===== src/rtl/xlmc_opi_seq.sv =====
// Xccela/OPI PSRAM transaction sequencer: drives registered ODDR/tristate pin inputs per phase.
// Optional build macro XLMC_WR_DM_EN drives DM from the write strobes during write data.
module xlmc_opi_seq #(
  parameter int LEN_W          = 8,
  parameter int LAT_W          = 5,
  parameter int CE_HIGH_CYCLES = 2
) (
  input  logic             oddr_clk,
  input  logic             arst,
  input  logic             cmd_valid,
  output logic             cmd_ready,
  input  logic             cmd_write,
  input  logic [7:0]       cmd_inst,
  input  logic [31:0]      cmd_addr,
  input  logic [LEN_W-1:0] cmd_len,
  input  logic [LAT_W-1:0] cfg_latency,
  input  logic             wr_valid,
  output logic             wr_ready,
  input  logic [15:0]      wr_data,
  input  logic [1:0]       wr_strb,
  output logic [7:0]       dq_d1,
  output logic [7:0]       dq_d2,
  output logic             dq_t,
  output logic             dm_d1,
  output logic             dm_d2,
  output logic             dm_t,
  output logic             ce_n,
  output logic             ck_en,
  output logic             rd_window,
  output logic             busy,
  output logic             done
);
  localparam int CW = LEN_W + 1;
  localparam int EW = $clog2(CE_HIGH_CYCLES + 1);

  typedef enum logic [2:0] {
    S_IDLE, S_CMD, S_ADDR0, S_ADDR1, S_LAT, S_WDATA, S_RDATA, S_END
  } state_t;

  state_t           state, state_d, data_st;
  logic             wr_q;
  logic [31:0]      addr_q;
  logic [LEN_W-1:0] len_q;
  logic [LAT_W-1:0] lcnt, lcnt_d;
  logic [CW-1:0]    wcnt, wcnt_d, n_words;
  logic [EW-1:0]    ecnt, ecnt_d;
  logic             last_pre, wr_hs;
  logic [7:0]       dq_d1_d, dq_d2_d;
  logic             dq_t_d, dm_d1_d, dm_d2_d, dm_t_d, ce_n_d, ck_en_d, rd_d, done_d;

`ifndef XLMC_WR_DM_EN
  logic strb_unused;
  assign strb_unused = ^wr_strb;
`endif

  // wcnt counts words accepted (write) or read cycles issued; CW bits so 256 words don't wrap
  assign n_words   = {1'b0, len_q} + CW'(1);
  assign data_st   = wr_q ? S_WDATA : S_RDATA;
  assign last_pre  = (state == S_ADDR1 && lcnt == '0) || (state == S_LAT && lcnt == LAT_W'(1));
  assign wr_ready  = wr_q && (last_pre || state == S_WDATA) && (wcnt < n_words);
  assign wr_hs     = wr_valid && wr_ready;
  assign cmd_ready = (state == S_IDLE) && !arst;
  assign busy      = (state != S_IDLE);

  always_comb begin
    state_d = state;
    lcnt_d  = lcnt;
    wcnt_d  = wcnt;
    ecnt_d  = ecnt;
    case (state)
      S_IDLE: if (cmd_valid) begin
        state_d = S_CMD;
        lcnt_d  = cfg_latency;
        wcnt_d  = '0;
      end
      S_CMD:   state_d = S_ADDR0;
      S_ADDR0: state_d = S_ADDR1;
      S_ADDR1: state_d = (lcnt == '0) ? data_st : S_LAT;
      S_LAT: begin
        lcnt_d = lcnt - LAT_W'(1);
        if (lcnt == LAT_W'(1)) state_d = data_st;
      end
      S_WDATA, S_RDATA: if (wcnt == n_words) begin
        state_d = S_END;
        ecnt_d  = EW'(1);
      end
      S_END: begin
        ecnt_d = ecnt + EW'(1);
        if (ecnt == EW'(CE_HIGH_CYCLES)) state_d = S_IDLE;
      end
      default: state_d = S_IDLE;
    endcase
    if (wr_hs || state_d == S_RDATA) wcnt_d = wcnt + CW'(1);
  end

  // Pin values are computed for the upcoming state so every output is a flop
  always_comb begin
    ce_n_d  = (state_d == S_IDLE) || (state_d == S_END);
    ck_en_d = 1'b0;
    dq_t_d  = 1'b1;
    dq_d1_d = '0;
    dq_d2_d = '0;
    dm_t_d  = 1'b1;
    dm_d1_d = 1'b0;
    dm_d2_d = 1'b0;
    rd_d    = 1'b0;
    done_d  = (state_d == S_END) && (state != S_END);
    case (state_d)
      S_CMD:   begin ck_en_d = 1'b1; dq_t_d = 1'b0; dq_d1_d = cmd_inst;      dq_d2_d = cmd_inst;      end
      S_ADDR0: begin ck_en_d = 1'b1; dq_t_d = 1'b0; dq_d1_d = addr_q[31:24]; dq_d2_d = addr_q[23:16]; end
      S_ADDR1: begin ck_en_d = 1'b1; dq_t_d = 1'b0; dq_d1_d = addr_q[15:8];  dq_d2_d = addr_q[7:0];   end
      S_LAT:   begin ck_en_d = 1'b1; dq_t_d = !wr_q; end
      S_WDATA: begin
        dq_t_d  = 1'b0;
        ck_en_d = wr_hs;
        if (wr_hs) begin
          dq_d1_d = wr_data[15:8];
          dq_d2_d = wr_data[7:0];
          dm_t_d  = 1'b0;
`ifdef XLMC_WR_DM_EN
          dm_d1_d = ~wr_strb[1];
          dm_d2_d = ~wr_strb[0];
`endif
        end else begin
          // stall: CK parked, pins hold the last driven word
          dq_d1_d = dq_d1;
          dq_d2_d = dq_d2;
          dm_t_d  = dm_t;
          dm_d1_d = dm_d1;
          dm_d2_d = dm_d2;
        end
      end
      S_RDATA: begin ck_en_d = 1'b1; rd_d = 1'b1; end
      default: ;
    endcase
  end

  always_ff @(posedge oddr_clk) begin
    if (arst) begin
      state     <= S_IDLE;
      wr_q      <= 1'b0;
      addr_q    <= '0;
      len_q     <= '0;
      lcnt      <= '0;
      wcnt      <= '0;
      ecnt      <= '0;
      ce_n      <= 1'b1;
      ck_en     <= 1'b0;
      dq_t      <= 1'b1;
      dq_d1     <= '0;
      dq_d2     <= '0;
      dm_t      <= 1'b1;
      dm_d1     <= 1'b0;
      dm_d2     <= 1'b0;
      rd_window <= 1'b0;
      done      <= 1'b0;
    end else begin
      if (state == S_IDLE && cmd_valid) begin
        wr_q   <= cmd_write;
        addr_q <= cmd_addr;
        len_q  <= cmd_len;
      end
      state     <= state_d;
      lcnt      <= lcnt_d;
      wcnt      <= wcnt_d;
      ecnt      <= ecnt_d;
      ce_n      <= ce_n_d;
      ck_en     <= ck_en_d;
      dq_t      <= dq_t_d;
      dq_d1     <= dq_d1_d;
      dq_d2     <= dq_d2_d;
      dm_t      <= dm_t_d;
      dm_d1     <= dm_d1_d;
      dm_d2     <= dm_d2_d;
      rd_window <= rd_d;
      done      <= done_d;
    end
  end
endmodule


===== config.mk =====
export PLATFORM = sky130hd
export DESIGN_NAME = xlmc_opi_seq
export DESIGN_NICKNAME = d
export VERILOG_FILES = /design/src/rtl/xlmc_opi_seq.sv
export SDC_FILE = /design/constraint.sdc
export NUM_CORES = 1
export LEC_CHECK = 0
export ABC_CLOCK_PERIOD_IN_PS = 2700
export BUFFER_PORTS_ARGS = -buffer_cell sky130_fd_sc_hd__buf_4
export CAP_MARGIN = 20
export CORE_ASPECT_RATIO = 1.2
export CORE_UTILIZATION = 48
export CTS_CLUSTER_SIZE = 14
export DETAILED_ROUTE_END_ITERATION = 8
export PLACE_DENSITY = 0.72
export RECOVER_POWER = 100
export SLEW_MARGIN = 20
export SYNTH_ARGS = -nofsm -noshare
export SYNTH_HDL_FRONTEND = slang
export SYNTH_SLANG_ARGS = --single-unit

===== constraint.sdc =====
create_clock -name oddr_clk -period 2.7 [get_ports oddr_clk]
set_input_delay 0 -clock oddr_clk [delete_from_list [all_inputs] [get_ports oddr_clk]]
set_output_delay 0 -clock oddr_clk [all_outputs]
set_load 0.02 [all_outputs]

## Yosys cells after proc, flatten, opt, wreduce, memory -nomap -nowiden

Index checks and enable logic that the tools add are counted.

| storage, ports and cells | value |
|---|---|
| flip-flop bits (word level) | 82 |
| output and inout bits | 27 |

| operators by class | value |
|---|---|
| bitwise operators | 1 |
| $lt $le $gt $ge | 1 |
| add/sub/neg operators | 4 |
| reductions and logical operators | 29 |
| multiplexer cells | 21 |
| equality and inequality tests | 21 |

Operators with widths:

| kind | count |
|---|---|
| one-hot mux 8 bit (4 select lines) | 2 |
| 2-to-1 mux 9 bit | 3 |
| == test 3 bit (second input constant) | 8 |
| one-hot mux 3 bit (7 select lines) | 1 |
| 2-to-1 mux 8 bit | 2 |
| == test 3 x 2 -> 1 bit (second input constant) | 4 |
| 2-to-1 mux 3 bit | 4 |
| one-hot mux 5 bit (2 select lines) | 1 |
| adder 8 x 1 -> 9 bit (second input constant) | 1 |
| adder 9 x 1 -> 9 bit (second input constant) | 1 |
| == test 9 bit | 1 |
| less-than comparator 9 bit | 1 |
| logical AND 1 bit | 8 |
| nonzero test 2 bit | 4 |
| == test 3 x 1 -> 1 bit (second input constant) | 2 |
| logical NOT 3 bit | 2 |
| 2-to-1 mux 2 bit | 3 |
| != test 2 bit (second input constant) | 3 |
| AND reduction 2 bit | 3 |
| == test 5 x 1 -> 1 bit (second input constant) | 1 |
| logical NOT 5 bit | 1 |
| 2-to-1 mux 5 bit | 1 |
| OR reduction 5 bit | 1 |
| subtractor 5 x 1 -> 5 bit (second input constant) | 1 |
| other kinds (12) | 18 |

## Logic depth before layout (Yosys ltp)

| depth | value |
|---|---|
| depth in word-level cells | 10 |
| mapped depth | 14 |
| mapped depth without buffers | 11 |

## Worst setup path after synthesis

No wires, ideal clock.

| timing path | value |
|---|---|
| path kind | register to register |
| from | register len_q[0] |
| to | register wcnt[8] |
| clock period less this slack | 2.910 ns |
| path buffers | 2 |
| setup slack | -0.210 ns |
| stages on the path, launching flop included | 14 |
| arrival time | 2.838 ns |
| required time | 2.628 ns |
| cell sequence | dfxtp_1 ha_1 nand3_1 nor2_1 xnor2_1 ha_1 nand4_1 nor4_4 nor4_2 buf_6 or3b_1 buf_6 a211oi_2 mux2i_1 |

| between the ends | value |
|---|---|
| word-level cells in the longest chain between the ends | 8 |
| elaborated cells on any way between the ends | 13 |

RTL lines:

| what | line | source |
|---|---|---|
| start, declared | 43 | `logic [LEN_W-1:0] len_q;` |
| start signal, assigned | 161 | `len_q <= cmd_len;` |
| adder 8 x 1 -> 9 bit (*) | 57 | `assign n_words = {1'b0, len_q} + CW'(1);` |
| == test 9 bit | 83 | `S_WDATA, S_RDATA: if (wcnt == n_words) begin` |
| 2-to-1 mux 3 bit | 83 |  |
| one-hot mux 3 bit (7 select lines) | 70 | `case (state)` |
| == test 3 bit | 93 | `if (wr_hs \|\| state_d == S_RDATA) wcnt_d = wcnt + CW'(1);` |
| logical OR 1 bit (*) | 93 |  |
| nonzero test 2 bit (no source line) | n/a |  |
| AND reduction 2 bit (no source line) | n/a |  |
| end signal, assigned | 165 | `wcnt <= wcnt_d;` |
| end, declared | 45 | `logic [CW-1:0] wcnt, wcnt_d, n_words;` |

Every way passes the cells marked *; elsewhere a longest branch is shown, timed or not.
A chain may end at the register's enable or synchronous reset.

## Worst setup path after layout

| timing path | value |
|---|---|
| from | register len_q[1] |
| to | register dq_d2[3] |

| between the ends | value |
|---|---|
| word-level cells in the longest chain between the ends | 6 |
| elaborated cells on any way between the ends | 13 |

RTL lines:

| what | line | source |
|---|---|---|
| adder 8 x 1 -> 9 bit (*) | 57 |  |
| == test 9 bit | 83 |  |
| 2-to-1 mux 3 bit | 83 |  |
| one-hot mux 3 bit (7 select lines) | 70 |  |
| == test 3 bit, or another cell as far along | 108 | `case (state_d)` |
| one-hot mux 8 bit (4 select lines) or != test 2 bit (tied branches) | n/a |  |
| end signal, assigned | 171 | `dq_d2 <= dq_d2_d;` |
| end, declared | 22 | `output logic [7:0] dq_d2,` |

Marks and branches as above.

==> impl_metrics.py <==
metrics = {
    "run_status": {
        "status": "finished, violations left",
        "violations": "setup timing",
    },
    "pwr": {
        "internal_power_mw": 2.27,
        "p_sw_mw": 0.949,
        "p_seq_frac": 0.427,
        "p_per_area_mw_per_mm2": 544,
        "ir_drop_mv": 0.392,
        "switching_share": 0.294,
        "p_leak_nw": 2.32,
        "power.share.clock": 0.335,
        "power.share.combinational": 0.238,
    },
    "clock_network": {
        "cts_buffers": 9,
        "htreeDepth": 3,
        "clockRootBuffer": "clkbuf_8",
        "cts_tree": "done",
        "clk_pin_slew_worst_paths_ns": 0.08,
        "clk_latency_ns": 0.35,
        "clk_path_buf_depth": 2,
        "numClockSinks": 82,
    },
    "critical_path": {
        "worst_path_largest_cell_delay_ns": 0.38,
        "critical-path-top-delay-family": "simple AND/OR/NAND/NOR gates",
        "endpoint_kind": "flop",
        "critical_path_buf_inv_count": 2,
        "critical_path_class": "reg -> reg",
        "cp.required_ns": 2.98,
        "r2r_start": "len_q[1]$_SDFFE_PP0P_",
        "worst_path_most_repeated_cell": "nor4_4",
        "crit_fanout": 16,
        "startpoint": "len_q[1]$_SDFFE_PP0P_",
        "arrival_ns": 3.08,
        "cp_cell_sequence": "ha_4 -> nand3_4 -> nor2_4 -> xnor2_1 -> ha_1 -> nand4_1 -> nor4_4 -> buf_4 -> nor4_4 -> and2_4 -> or3_4 -> buf_12 -> o2bb2ai_2",
        "slowest_stage": "dfxtp_4",
        "start_kind": "flop",
    },
    "grt": {
        "grt_overflow": 0,
        "grt_start_max_net_pins": 68,
        "grt_pass1_wl_mm": 18.9,
        "grt_pass1_vias": 4079,
        "antenna_found_initial": 0,
        "grt_usage": 0.273,
    },
    "sta": {
        "final_max_slew_viol_count": 0,
        "setup-tns-final_ns": -1.58,
        "worst_pin_slew_ns": 0.932,
        "rsz0062_at_grt": "yes",
        "hold_viol": 0,
        "layout_min_cycle_time_ns": 2.80,
        "skew_ns": 0.00610,
        "fmax_mhz": 358,
        "worst_slack_ns": -0.0966,
        "relSlewSlack": 0.372,
        "finalCritPeriodShare": 1.04,
        "setup_violations": 25,
    },
    "drt": {
        "vias": 4222,
        "vias_per_cell": 5.55,
        "drtIter0Drc": 261,
        "drc": 0,
        "drtPass1Iterations": 6,
        "drtAntennaViolNets": 0,
        "wl_per_cell_um": 15.9,
        "routed_wl_mm": 12.1,
    },
    "hold_path": {
        "worstHoldStart": "cfg_latency[0]",
        "hp-class": "in -> reg",
    },
    "final_layout": {
        "multi_input_area_mm2": 0.00233,
        "final_nets": 732,
        "regArea_mm2": 0.00165,
        "instances_no_fill": 761,
        "layout_common_cells": "nand2_1 (102), buf_4 (96), dfxtp_1 (77)",
        "drive_gt1_frac": 0.253,
        "syn2layout_area_growth_pct": 45.9,
        "nFillCells": 631,
        "final_common_cell": "nand2_1",
        "antenna_cells": 0,
    },
    "synthesis": {
        "synth-seq-cells": 82,
        "async_reset_ff_frac": 0,
        "synth_top_flop_cell": "dfxtp_1",
        "synth_warnings": 0,
        "syn_avg_cell_area_um2": 8.51,
        "synth_enable_flop_cells": 0,
        "netlist_area_mm2": 0.00406,
        "synth_cells": 477,
        "ys_types": 51,
        "yosysSeqAreaShare": 0.404,
    },
    "floorplan": {
        "dieWidth_um": 86.0,
        "row_count": 36,
        "ios": 103,
        "die-area_mm2": 0.00883,
        "coreArea_mm2": 0.00815,
        "die_y_um": 103,
        "initial_core_util": 0.498,
    },
    "placement": {
        "port-buffer-count": 98,
        "globalplace.congestion": 0.812,
        "dp_cells": 683,
        "dp_hpwl_mm": 7.54,
    },
    "run": {
        "drv_cap": 0,
    },
}
## layer usage
metal | vias up | share of wire | track usage
met5 | - | 0 | 0
met4 | 0 | 0.024 | 0.105
met3 | 29 | 0.046 | 0.0584
met2 | 144 | 0.53 | 0.504
met1 | 2011 | 0.40 | 0.306
li1 | 2038 | - | -
## stage by stage
step | hold WS (ns) | utilization | power, mW | setup WS, ns | instance area, um2
after floorplan | 0.128 | - | 1.81 | -0.0719 | 4100
after global placement | 0.248 | 0.619 | 2.07 | -0.0474 | 5050
after detailed placement | 0.257 | 0.619 | 2.08 | -0.115 | 5050
after CTS | 0.0179 | 0.733 | 3.23 | -0.0227 | 5980
after global routing | 0.0723 | 0.727 | 3.36 | -0.215 | 5930
final | 0.0271 | 0.727 | 3.22 | -0.0966 | 5930
## final timing paths
check                                  to  slack (ns)  depth (start not counted)
setup / recovery    dq_d2[3]$_SDFFE_PP0P_        -0.1                         13
hold / removal       lcnt[0]$_SDFFE_PP0P_        0.03                          3
setup reg to reg    dq_d2[3]$_SDFFE_PP0P_        -0.1                         13
hold reg to reg   addr_q[12]$_SDFFE_PP0P_        0.46                          2
## repair_timing
action / CTS / global route
hold endpoints to repair: 61 / 0
hold buffers: 61 / 0
endpoints found under the setup margin: 25 / 27
gates resized for setup: 12 / 14
buffers inserted: 1 / 1
pin swaps: 3 / 7
## kinds of logic after synthesis
| kind of cell | after synthesis | synth area share |
|---|---|---|
| AND/OR/NAND/NOR | 189 | 0.230 |
| AO/OA/AOI/OAI | 134 | 0.245 |
| flip-flops | 82 | 0.404 |
| buffers and inverters | 48 | 0.0567 |
| adder cells (fa/ha/maj) | 14 | 0.0431 |
| XOR/XNOR | 7 | 0.0151 |
| multiplexers | 2 | 0.00493 |
| other | 1 | 0.000923 |
## worst register-to-register path, cell delays in order (launching register included)
cell       delay (ns)
dfxtp_4          0.38
ha_4             0.15
nand3_4          0.09
nor2_4           0.13
xnor2_1          0.08
ha_1             0.33
nand4_1          0.16
nor4_4           0.29
buf_4            0.18
nor4_4           0.05
and2_4           0.18
or3_4            0.38
buf_12           0.17
o2bb2ai_2        0.15
## flip-flops by register name (all words and copies together), names as in the netlist
name,count
ce_n,1
len_q,8
addr_q,32
ecnt,2
dq_t,1
done,1
ck_en,1
wcnt,9
dq_d2,8
dq_d1,8
rd_window,1
dm_t,1
wr_q,1
lcnt,5
state,3
## power by group through the flow
stage               registers, mW  clock network, mW  logic [mW]
finish                       1.38               1.08       0.769
global route                 1.39               1.14       0.829
detailed placement           1.40                  0       0.683
global placement             1.40                  0       0.672
CTS                          1.37               1.09       0.769
floorplan                    1.41                  0       0.403
## cell usage after synthesis, drive strengths merged (5+ instances only)
library cell,count,area share
nand2,102,0.094
dfxtp,82,0.40
a21oi,55,0.068
clkbuf,22,0.020
nor2,21,0.019
a21boi,17,0.031
a222oi,16,0.039
o2bb2ai,16,0.050
buf,15,0.026
ha,14,0.043
inv,11,0.010
nand3,10,0.012
nand4,10,0.015
and2,9,0.014
a211oi,8,0.018
and3,7,0.011
nor3,7,0.0086
o21ai,7,0.0086
nor3b,5,0.013
o22ai,5,0.0077
## cell type report
| class | count | area share |
|---|---|---|
| Multi-Input combinational cell | 348 | 0.393 |
| Sequential cell | 82 | 0.279 |
| Timing Repair Buffer | 190 | 0.256 |
| Tap cell | 114 | 0.0241 |
| Clock buffer | 10 | 0.0215 |
| Clock inverter | 6 | 0.0194 |
| Inverter | 11 | 0.00697 |
Power figures use the tool's default switching activity.
